## src/rtl/btb_update_queue_if.sv

```systemverilog
// Bundle of the resolved-branch update handshake and the BTB update0/update1 stage outputs.
// The master side offers updates and controls stall/flush; the slave side is the queue.
interface btb_update_queue_if #(
  parameter int DEPTH               = 4,
  parameter int ASID_WIDTH          = 9,
  parameter int BTB_PRED_INFO_WIDTH = 8
);
  localparam int CNT_W = $clog2(DEPTH) + 1;

  logic                           enq_valid;
  logic                           enq_ready;
  logic [31:0]                    enq_start_full_PC;
  logic [ASID_WIDTH-1:0]          enq_ASID;
  logic [BTB_PRED_INFO_WIDTH-1:0] enq_pred_info;
  logic                           enq_pred_lru;
  logic [31:0]                    enq_target_full_PC;
  logic                           stall;
  logic                           flush;
  logic                           update0_valid;
  logic [31:0]                    update0_start_full_PC;
  logic [ASID_WIDTH-1:0]          update0_ASID;
  logic [BTB_PRED_INFO_WIDTH-1:0] update1_pred_info;
  logic                           update1_pred_lru;
  logic [31:0]                    update1_target_full_PC;
  logic [CNT_W-1:0]               occupancy;

  modport master (
    output enq_valid, enq_start_full_PC, enq_ASID, enq_pred_info, enq_pred_lru,
           enq_target_full_PC, stall, flush,
    input  enq_ready, update0_valid, update0_start_full_PC, update0_ASID,
           update1_pred_info, update1_pred_lru, update1_target_full_PC, occupancy
  );

  modport slave (
    input  enq_valid, enq_start_full_PC, enq_ASID, enq_pred_info, enq_pred_lru,
           enq_target_full_PC, stall, flush,
    output enq_ready, update0_valid, update0_start_full_PC, update0_ASID,
           update1_pred_info, update1_pred_lru, update1_target_full_PC, occupancy
  );
endinterface

```

## src/rtl/btb_update_queue.sv

```systemverilog
// Circular FIFO of resolved-branch BTB updates feeding the two-stage BTB write path.
// Optional macro BTB_UPDATE_QUEUE_COALESCE_EN merges an update into the newest entry on a PC/ASID match.
module btb_update_queue #(
  parameter int DEPTH               = 4,
  parameter int ASID_WIDTH          = 9,
  parameter int BTB_PRED_INFO_WIDTH = 8
) (
  input  logic              CLK,
  input  logic              nRST,
  btb_update_queue_if.slave q
);
  localparam int PW = $clog2(DEPTH);
  localparam logic [PW:0] FULL_CNT = (PW+1)'(DEPTH);

  logic [31:0]                    pc_mem   [DEPTH];
  logic [ASID_WIDTH-1:0]          asid_mem [DEPTH];
  logic [BTB_PRED_INFO_WIDTH-1:0] info_mem [DEPTH];
  logic                           lru_mem  [DEPTH];
  logic [31:0]                    tgt_mem  [DEPTH];

  logic [PW-1:0] head, tail;
  logic [PW:0]   count;
  logic          enq_fire, deq, coalesce, alloc;

  logic [BTB_PRED_INFO_WIDTH-1:0] upd1_info_p1;
  logic                           upd1_lru_p1;
  logic [31:0]                    upd1_tgt_p1;

  assign q.enq_ready             = (count != FULL_CNT);
  assign deq                     = (count != '0) && !q.stall;
  assign q.update0_valid         = deq;
  assign q.update0_start_full_PC = pc_mem[head];
  assign q.update0_ASID          = asid_mem[head];
  assign q.occupancy             = count;
  assign enq_fire                = q.enq_valid && q.enq_ready;

`ifdef BTB_UPDATE_QUEUE_COALESCE_EN
  logic [PW-1:0] tail_m1;
  logic          newest_hit;
  assign tail_m1    = tail - PW'(1);
  assign newest_hit = (pc_mem[tail_m1][31:1] == q.enq_start_full_PC[31:1]) &&
                      (asid_mem[tail_m1] == q.enq_ASID);
  // With a single entry being dequeued this cycle there is no newest entry left to merge into.
  assign coalesce   = enq_fire && newest_hit &&
                      ((count >= (PW+1)'(2)) || ((count == (PW+1)'(1)) && !deq));
`else
  assign coalesce   = 1'b0;
`endif

  assign alloc = enq_fire && !coalesce;

  always_ff @(posedge CLK or negedge nRST) begin
    if (!nRST) begin
      head  <= '0;
      tail  <= '0;
      count <= '0;
    end else if (q.flush) begin
      head  <= '0;
      tail  <= '0;
      count <= '0;
    end else begin
      head  <= head + PW'(deq);
      tail  <= tail + PW'(alloc);
      count <= count + (PW+1)'(alloc) - (PW+1)'(deq);
    end
  end

  always_ff @(posedge CLK) begin
    if (alloc && !q.flush) begin
      pc_mem[tail]   <= q.enq_start_full_PC;
      asid_mem[tail] <= q.enq_ASID;
      info_mem[tail] <= q.enq_pred_info;
      lru_mem[tail]  <= q.enq_pred_lru;
      tgt_mem[tail]  <= q.enq_target_full_PC;
    end
`ifdef BTB_UPDATE_QUEUE_COALESCE_EN
    if (coalesce && !q.flush) begin
      info_mem[tail_m1] <= q.enq_pred_info;
      lru_mem[tail_m1]  <= q.enq_pred_lru;
      tgt_mem[tail_m1]  <= q.enq_target_full_PC;
    end
`endif
  end

  // update0 -> update1 stage boundary: payload follows the head by one cycle, flush does not cancel it.
  always_ff @(posedge CLK or negedge nRST) begin
    if (!nRST) begin
      upd1_info_p1 <= '0;
      upd1_lru_p1  <= 1'b0;
      upd1_tgt_p1  <= '0;
    end else if (deq) begin
      upd1_info_p1 <= info_mem[head];
      upd1_lru_p1  <= lru_mem[head];
      upd1_tgt_p1  <= tgt_mem[head];
    end
  end

  assign q.update1_pred_info      = upd1_info_p1;
  assign q.update1_pred_lru       = upd1_lru_p1;
  assign q.update1_target_full_PC = upd1_tgt_p1;
endmodule
```

## src/flat_wrapper.sv

```systemverilog
// flat-port wrapper written by rule: the top's interface ports become plain ports
module btb_update_queue_flat 
#(
  parameter int DEPTH               = 4,
  parameter int ASID_WIDTH          = 9,
  parameter int BTB_PRED_INFO_WIDTH = 8
)
  (CLK, nRST, q_enq_valid, q_enq_start_full_PC, q_enq_ASID, q_enq_pred_info, q_enq_pred_lru, q_enq_target_full_PC, q_stall, q_flush, q_enq_ready, q_update0_valid, q_update0_start_full_PC, q_update0_ASID, q_update1_pred_info, q_update1_pred_lru, q_update1_target_full_PC, q_occupancy);
  btb_update_queue_if #(.DEPTH(DEPTH), .ASID_WIDTH(ASID_WIDTH), .BTB_PRED_INFO_WIDTH(BTB_PRED_INFO_WIDTH)) q_i ();
  input  logic CLK;
  input  logic nRST;
  input wire logic [$bits(q_i.enq_valid)-1:0] q_enq_valid;
  input wire logic [$bits(q_i.enq_start_full_PC)-1:0] q_enq_start_full_PC;
  input wire logic [$bits(q_i.enq_ASID)-1:0] q_enq_ASID;
  input wire logic [$bits(q_i.enq_pred_info)-1:0] q_enq_pred_info;
  input wire logic [$bits(q_i.enq_pred_lru)-1:0] q_enq_pred_lru;
  input wire logic [$bits(q_i.enq_target_full_PC)-1:0] q_enq_target_full_PC;
  input wire logic [$bits(q_i.stall)-1:0] q_stall;
  input wire logic [$bits(q_i.flush)-1:0] q_flush;
  output wire logic [$bits(q_i.enq_ready)-1:0] q_enq_ready;
  output wire logic [$bits(q_i.update0_valid)-1:0] q_update0_valid;
  output wire logic [$bits(q_i.update0_start_full_PC)-1:0] q_update0_start_full_PC;
  output wire logic [$bits(q_i.update0_ASID)-1:0] q_update0_ASID;
  output wire logic [$bits(q_i.update1_pred_info)-1:0] q_update1_pred_info;
  output wire logic [$bits(q_i.update1_pred_lru)-1:0] q_update1_pred_lru;
  output wire logic [$bits(q_i.update1_target_full_PC)-1:0] q_update1_target_full_PC;
  output wire logic [$bits(q_i.occupancy)-1:0] q_occupancy;
  assign q_i.enq_valid = q_enq_valid;
  assign q_i.enq_start_full_PC = q_enq_start_full_PC;
  assign q_i.enq_ASID = q_enq_ASID;
  assign q_i.enq_pred_info = q_enq_pred_info;
  assign q_i.enq_pred_lru = q_enq_pred_lru;
  assign q_i.enq_target_full_PC = q_enq_target_full_PC;
  assign q_i.stall = q_stall;
  assign q_i.flush = q_flush;
  assign q_enq_ready = q_i.enq_ready;
  assign q_update0_valid = q_i.update0_valid;
  assign q_update0_start_full_PC = q_i.update0_start_full_PC;
  assign q_update0_ASID = q_i.update0_ASID;
  assign q_update1_pred_info = q_i.update1_pred_info;
  assign q_update1_pred_lru = q_i.update1_pred_lru;
  assign q_update1_target_full_PC = q_i.update1_target_full_PC;
  assign q_occupancy = q_i.occupancy;
  btb_update_queue #(.DEPTH(DEPTH), .ASID_WIDTH(ASID_WIDTH), .BTB_PRED_INFO_WIDTH(BTB_PRED_INFO_WIDTH)) u_core (.CLK(CLK), .nRST(nRST), .q(q_i));
endmodule
```

## config.mk

```make
export PLATFORM = sky130hd
export DESIGN_NAME = btb_update_queue_flat
export DESIGN_NICKNAME = d
export VERILOG_FILES = /design/src/rtl/btb_update_queue_if.sv /design/src/rtl/btb_update_queue.sv /design/src/flat_wrapper.sv
export SDC_FILE = /design/constraint.sdc
export NUM_CORES = 1
export LEC_CHECK = 0
export CAP_MARGIN = 10
export CORE_UTILIZATION = 35
export DETAILED_ROUTE_END_ITERATION = 10
export PLACE_DENSITY_LB_ADDON = 0.1
export SETUP_SLACK_MARGIN = 0.02
export SLEW_MARGIN = 0
export SYNTH_ARGS = -nofsm -noshare
export SYNTH_HDL_FRONTEND = slang
export SYNTH_SLANG_ARGS = --single-unit
export TNS_END_PERCENT = 100
```

## constraint.sdc

```tcl
create_clock -name CLK -period 11.1 [get_ports CLK]
set_input_delay 2.775 -clock CLK [delete_from_list [all_inputs] [get_ports CLK]]
set_output_delay 2.775 -clock CLK [all_outputs]
set_load 0.1 [all_outputs]
```

Word level (Yosys, flattened, before mapping). Memory sizes are Yosys's and may differ from the RTL's. A register that Yosys moved wholly into a read port is not among the register bits. Index checks and enable logic that the tools add are counted.

Register bits after elaboration: 7. Bits in writable memories: 328. Bits of input ports: 87. Logic and storage cells: 27. Memories: 5.

Memories: u_core.pc_mem (depth 4, bits a word 32, rd ports 1, clocked after Yosys merged registers in 0, write ports 1, RTL line btb_update_queue.sv:15) `logic [31:0] pc_mem [DEPTH];`; u_core.tgt_mem (depth 4, bits a word 32, rd ports 1, clocked after Yosys merged registers in 1, write ports 1, RTL line btb_update_queue.sv:19) `logic [31:0] tgt_mem [DEPTH];`; u_core.asid_mem (depth 4, bits a word 9, rd ports 1, clocked after Yosys merged registers in 0, write ports 1, RTL line btb_update_queue.sv:16) `logic [ASID_WIDTH-1:0] asid_mem [DEPTH];`; u_core.info_mem (depth 4, bits a word 8, rd ports 1, clocked after Yosys merged registers in 1, write ports 1, RTL line btb_update_queue.sv:17) `logic [BTB_PRED_INFO_WIDTH-1:0] info_mem [DEPTH];`; u_core.lru_mem (depth 4, bits a word 1, rd ports 1, clocked after Yosys merged registers in 1, write ports 1, RTL line btb_update_queue.sv:18) `logic lru_mem [DEPTH];`.

Add/subtract/negate cells: 4. Equal/unequal tests: 1. Mux-type cells: 5. Reductions and logical operators: 9.

Operator list (count): 1-bit logical NOT (5); 2-bit by 1-bit adder with 2-bit output (2); 2-bit 2-to-1 mux (2); 3-bit by 1-bit adder with 3-bit output (1); 1-bit logical AND (3); 3-bit 2-to-1 mux (1); 3-bit != test (second input constant) (1); 3-bit nonzero test (1); 3-bit by 1-bit subtractor with 3-bit output (1); 1-bit 2-to-1 mux (2).

Depth between registers and ports, before layout. Gate-level depths: netlist of the first run.

Depth after elaboration: 5. Gate-level depth with buffers: 9.

Worst setup path after synthesis of the first run. Ideal clock, no wire load.

Kind: input to register. Start: input q_flush. End: memory u_core.asid_mem[0][0], enable pin. Setup time: 0.724 ns. Arrival: 10.809 ns. Required time: 10.376 ns. Slack: -0.432 ns. Stages on the path: 2. Path buffers: 1. Cells stage by stage: clkbuf_1 -> nor4_1.

Cells in the longest elaborated chain, start to end: 4.

RTL lines: start: declaration (RTL line flat_wrapper.sv:19) `input wire logic [$bits(q_i.flush)-1:0] q_flush;`; 1-bit logical NOT (RTL line btb_update_queue.sv:69) `if (alloc && !q.flush) begin`; 1-bit logical AND (RTL line btb_update_queue.sv:69); 1-bit 2-to-1 mux (RTL line btb_update_queue.sv:69); 1-bit 2-to-1 mux (implied by the code) (RTL line btb_update_queue.sv:71) `asid_mem[tail] <= q.enq_ASID;`; end: declaration (RTL line btb_update_queue.sv:16).

Every way passes these cells.

Final worst setup path of the first run.
Start: input q_stall. End: output q_update0_valid.

Cells in the longest elaborated chain, start to end: 2.

RTL lines: start: declaration (RTL line flat_wrapper.sv:18) `input wire logic [$bits(q_i.stall)-1:0] q_stall;`; 1-bit logical NOT (RTL line btb_update_queue.sv:30) `assign deq = (count != '0) && !q.stall;`; 1-bit logical AND (RTL line btb_update_queue.sv:30); end: declaration (RTL line flat_wrapper.sv:21) `output wire logic [$bits(q_i.update0_valid)-1:0] q_update0_valid;`.

Every way passes these cells.

==> results by group, run 1 <==
Status
  – Outcome: finished, final reports clean

Worst setup path
  – Crit-path max cell delay: 1.14 ns
  – CP Cell Sequence: clkdlybuf4s50_1 > nor2_1 > clkdlybuf4s50_1
  – FF-to-FF setup slack: 8.55 ns
  – CP max-delay cell: clkdlybuf4s50_1
  – Delay-heaviest family, CP: buffers and inverters
  – CP required: 8.33 ns
  – CP most frequent cell: clkdlybuf4s50_1
  – Reg-to-Reg End: u_core.q.update1_pred_info[4]
  – Setup crit end kind: output port
  – CP arrival: 4.55 ns
  – Crit start category: input pin
  – Crit path max fanout: 4
  – CP Buf/Inv Count: 2
  – Reg2reg start: u_core.head[0]
  – Crit path from: q_stall
  – Reg2Reg Depth: 3
  – WS Path Type: input pin to output port

Clock tree
  – Clock Tree Root: clkbuf_16
  – H-tree lvl count: 2
  – Clock Sinks: 376
  – Post-CTS Setup Inserts: 0
  – Post-cts resize count: 0
  – Worst-path clk slew: 0.06 ns
  – CTS Hold Buffers Added: 0
  – Worst-skew pair later-pin latency: 0.54 ns
  – Num CTS Buffers: 41
  – Clock Path Buffers: 3
  – CTS tree: built

Final layout
  – Sequential Area: 11060 um^2
  – Share of layout cells above drive strength 1: 25.28%
  – Filler cells: 3336
  – Antenna diodes: 0
  – Area of the multi-input gates: 2679 um^2
  – P&R area growth vs syn: 26.18%
  – Post-Layout Inst Area: 17540 um^2
  – NumNets Final: 850

Worst hold path
  – HP Class: flip-flop to flip-flop
  – End of the worst hold path: u_core.q.update1_target_full_PC[13]
  – Hold wc startpoint: u_core.q.update1_target_full_PC[13]
  – Hold Path Cell Cnt: 1

Power and ir drop
  – Power share of the clock group: 25.4%
  – Peak supply drop: 0.0001441 V
  – Leakage: 5.769 nW
  – Pwr dens: 292.8 nW/um^2
  – Pwr Total: 0.005135 W
  – P_int: 0.003110 W
  – Reg power frac: 35.4%
  – Sw frac: 39.44%
  – Switching power: 0.002025 W
  – Combinational share of power: 39.2%

Die
  – Die ar.: 40510 um^2
  – I/O Pins: 174
  – Site row count: 72
  – Initial Util: 35.72%
  – Die Ht: 201.3 um
  – Core ar.: 38920 um^2
  – Die X: 201.3 um

Synthesis
  – Yosys cell types: 24
  – Post-synthesis register bit count: 376
  – Count leader, synth: edfxtp_1
  – Seq/Total Area, Yosys: 79.50%
  – Top_reg_cell synth: edfxtp_1
  – Post-synth ARST share: 12.77%
  – Syn nets: 644
  – Post-synth EDFFs: 328
  – Mapped Cells: 553
  – Synth top area cells: edfxtp_1, mux4_2, dfrtp_1
  – Yosys warning count: 0
  – Area leader, netlist: edfxtp_1
  – Post-synth top cells: edfxtp_1, mux4_2, dfrtp_1
  – Synthesized area per cell: 25.13 um^2
  – Synthesized cell area: 13900 um^2
  – Top cell type's share of synthesized area: 70.86%

Placed design
  – Placed Area: 16220 um^2
  – DP Wirelength: 15610 um
  – GPL Wtd Cong: 0.6899
  – PortBufs: 173

GRT
  – Most used routing layer: met2
  – Met3 Usage GRT: 4.325%
  – Global-route wire length before repair: 43370 um
  – Total GRT Usage: 14.45%
  – Met2 usage: 22.68%
  – Pin count of the biggest net entering global routing: 54
  – Number of global-route vias before repair: 7069
  – Met1 Use GR: 19.19%
  – Grt total ovfl: 0
  – Initial antenna violation count: 1

STA
  – Tmin final: 7.329 ns
  – Slew HR: 26.46%
  – Highest clock rate: 136.4 MHz
  – Final setup vio count: 0
  – Period utilisation layout: 66.03%
  – Final Max Tran Viols: 0
  – RSZ-0062 raised after global routing: no
  – Worst-Margin Slew: 1.100 ns
  – Final hold violation count: 0
  – Clk_skew: 0.01744 ns

Drt
  – Remaining DRCs: 0
  – DR WL/cell: 21.59 um
  – Routed via count: 6296
  – WL final: 28260 um
  – First drt pass iteration count: 4
  – Via/cell ratio: 4.810
  – Routed Antenna Nets: 0
  – DRT iter0 DRCs: 215

Flow run
  – Max-Cap Viols: 0
## cells in the final DEF, fill, tap and decap left out, types with 6 or more instances in the layout
cell type          n
edfxtp_1         328
buf_4             13
clkbuf_1          10
mux2_4            35
mux2_2             6
clkbuf_16         43
clkinv_2           8
clkinv_1           6
mux4_2            78
clkdlybuf4s50_1  172
dfrtp_1           46
## stage by stage
step | std cells | TNS [ns] | setup slack, ns | hold slack [ns] | utilization [%]
finish | 1309 | 0 | 3.771 | 0.5081 | 45.06
global route | 1309 | 0 | 3.732 | 0.5262 | 45.06
CTS | 1309 | 0 | 3.768 | 0.5122 | 45.06
detailed placement | 1234 | 0 | 3.772 | 0.4948 | 41.69
global placement | 1234 | 0 | 3.757 | 0.4962 | 41.69
floorplan | 553 | -141.85 | -0.4325 | 0.5511 | -
## per-layer routing
layer | up-vias | share of wire, %
met3 | 45 | 6.4
met2 | 163 | 47
li1 | 2748 | -
met5 | - | 0.046
met1 | 3338 | 45
met4 | 2 | 2.1
## flip-flops by register name, indices dropped and copies added (netlist names), 3 cells and up
| register | count |
|---|---|
| u_core.pc_mem | 128 |
| u_core.tgt_mem | 128 |
| u_core.asid_mem | 36 |
| u_core.info_mem | 32 |
| u_core.q.update1_target_full_PC | 32 |
| u_core.q.update1_pred_info | 8 |
| u_core.lru_mem | 4 |
| u_core.q.occupancy | 3 |
## logic make-up after synthesis
group | share of synthesized area (%)
AO/OA/AOI/OAI | 0.05403
buffers and inverters | 1.458
multiplexers | 17.66
flip-flops | 79.50
XOR/XNOR | 0.1891
adder cells (fa/ha/maj) | 0.4141
AND/OR/NAND/NOR | 0.7201
## power groups by stage
stage,logic (W),clock network (W),registers [W]
floorplan,0.00104,0,0.00240
CTS,0.00204,0.00135,0.00182
detailed placement,0.00203,0,0.00185
global placement,0.00203,0,0.00184
finish,0.00201,0.00131,0.00182
global route,0.00209,0.00141,0.00184
## final cells by class
type,instances,share of cell area [%]
Timing Repair Buffer,186,10.40
Clock inverter,17,0.7491
Multi-Input combinational cell,150,15.27
Inverter,4,0.08561
Tap cell,518,3.696
Clock buffer,58,6.742
Sequential cell,376,63.05
## worst max-delay path by stage
stage / endpoint / slack, ns / cells past startpoint
after CTS: q_update0_valid / 3.77 / 3
after floorplan: u_core.asid_mem[0][0] / -0.43 / 2
final: q_update0_valid / 3.77 / 3
after global routing: q_update0_valid / 3.73 / 3
after global placement: q_update0_valid / 3.76 / 3
after detailed placement: q_update0_valid / 3.77 / 3
Note: power is estimated with default switching activity, not from simulation.
==> inputs of run 2 (changes only) <==
clock period = 5.9 ns   (was 11.1 ns; I/O delays follow)
==> run 2 against run 1 <==
Effect of this change:
- non-clock buffer count grew 1
- setup slack worse by 2.7 ns
- routed wire length down 0.67%
- clock-buffer cell count shrank 5
- core utilization grew 0.32 points
- total power grew 91%
==> results by group, run 2 (same netlist as run 1, synthesis figures left out) <==
Worst hold path
  – Hold Path Cell Cnt: 1
  – HP Class: flip-flop to flip-flop
  – End of the worst hold path: u_core.q.update1_pred_info[6]
  – Hold wc startpoint: u_core.q.update1_pred_info[6]

Final layout
  – Antenna diodes: 0
  – Most common cell after layout, fill and taps aside: edfxtp_1
  – Most frequent cells in the layout: edfxtp_1, clkdlybuf4s50_1, mux4_2
  – NumNets Final: 852
  – Share of layout cells above drive strength 1: 25.82%
  – P&R area growth vs syn: 27.06%
  – Largest registers: u_core.pc_mem: 128 flops, u_core.tgt_mem: 128 flops, u_core.asid_mem: 36 flops

Clock tree
  – Worst-path clk slew: 0.06 ns
  – CTS tree: built
  – CTS Hold Buffers Added: 0
  – Worst-skew pair later-pin latency: 0.55 ns
  – H-tree lvl count: 2
  – Clock Sinks: 376
  – Clock Path Buffers: 3
  – Clock Tree Root: clkbuf_16
  – Post-CTS Setup Inserts: 0
  – Num CTS Buffers: 42
  – Post-cts resize count: 0

GRT
  – Global-route wire length before repair: 44020 um
  – Grt total ovfl: 0
  – Initial antenna violation count: 4
  – Number of global-route vias before repair: 7190
  – Total GRT Usage: 14.59%
  – Pin count of the biggest net entering global routing: 65

Die
  – Die X: 201.3 um
  – Core ar.: 38920 um^2
  – Die ar.: 40510 um^2
  – Initial Util: 35.72%
  – Die Ht: 201.3 um
  – I/O Pins: 174
  – Site row count: 72

Worst setup path
  – CP arrival: 3.32 ns
  – WS Path Type: flip-flop to output port
  – Reg-to-Reg End: u_core.q.update1_pred_info[2]
  – CP required: 4.43 ns
  – Crit path max fanout: 48
  – Setup crit end kind: output port
  – FF-to-FF setup slack: 3.21 ns
  – Reg2Reg Depth: 3
  – Reg2reg start: u_core.head[0]
  – Crit start category: flip-flop

Drt
  – Routed via count: 6236
  – First drt pass iteration count: 4
  – DRT iter0 DRCs: 325
  – Remaining DRCs: 0
  – DR WL/cell: 21.46 um
  – WL final: 28070 um
  – Via/cell ratio: 4.768
  – Routed Antenna Nets: 0

STA
  – Worst-Margin Slew: 1.096 ns
  – Slew HR: 26.72%
  – Period utilisation layout: 81.29%
  – Highest clock rate: 208.5 MHz
  – Min Hold Slack: 0.5098 ns
  – Final setup vio count: 0
  – Final Max Tran Viols: 0
  – Final hold violation count: 0
  – RSZ-0062 raised after global routing: no
  – Clk_skew: 0.02111 ns
  – Tmin final: 4.796 ns

Status
  – Outcome: finished, final reports clean

Power and ir drop
  – Peak supply drop: 0.0002895 V
  – Pwr dens: 556.7 nW/um^2
  – Pwr Total: 0.009831 W
  – Leakage: 5.796 nW

Placed design
  – DP Wirelength: 15670 um
  – PortBufs: 173
  – GPL Wtd Cong: 0.6960

Flow run
  – Max-Cap Viols: 0
[run 2: cell count changes in the layout (fill, tap and decap cells not counted), moves of 2 or more]
cell,change
clkbuf_8,-5
clkinvlp_4,+5
clkinv_2,-4
nor4_2,-4
nor4_4,+4
bufinv_16,+3
buf_4,+2
clkbuf_1,-2
clkbuf_16,+2
clkinv_1,-2
clkinv_4,+2
[run 2: metrics by stage]
step           util (%)  std cells  instance area, um^2  worst slack [ns]  setup TNS (ns)
2_1_floorplan         -        553                13920            -1.047         -343.55
3_3_place_gp      41.79       1235                16260             1.585               0
3_5_place_dp      41.79       1235                16260             1.580               0
4_1_cts           45.38       1308                17660            0.9672               0
5_1_grt           45.38       1308                17660            0.8763               0
6_report          45.38       1308                17660             1.104               0
[run 2: worst max path at each step]
stage | startpoint | endpoint | slack (ns) | cells past startpoint
global placement | u_core.head[0] | q_update0_start_full_PC[12] | 1.58 | 2
detailed placement | u_core.head[0] | q_update0_start_full_PC[12] | 1.58 | 2
floorplan | u_core.q.occupancy[1] | u_core.asid_mem[0][0] | -1.05 | 3
CTS | u_core.head[0] | q_update0_start_full_PC[8] | 0.97 | 2
finish | u_core.head[0] | q_update0_start_full_PC[8] | 1.10 | 2
global route | u_core.head[0] | q_update0_start_full_PC[8] | 0.88 | 2
[run 2: where the power goes]
part	switching (W)	internal, W
clock	0.00101	0.00160
combinational	0.00259	0.00116
sequential	0.000258	0.00321
total	0.00385	0.00598
[run 2: cell type report]
class	count	area (um^2)
inverter	4	15.01
sequential	376	11060
multi-input combinational	150	2714
timing repair buffer	187	1829
clock inverter	20	240.2
fill	3308	21260
tap	518	648.1
clock buffer	53	1156
[run 2: per-layer routing]
layer | GRT usage (%) | routed length [um] | vias to the layer above
li1 | - | - | 2744
met3 | 5.037 | 2107 | 46
met2 | 23.29 | 13460 | 164
met4 | 5.141 | 562 | 8
met1 | 18.51 | 11890 | 3274
met5 | 0 | 48 | -
[run 2: worst max-delay path: stages (launching register included)]
cell and delay (ns):
dfrtp_4 1.11, mux4_2 0.60, clkdlybuf4s50_1 1.04
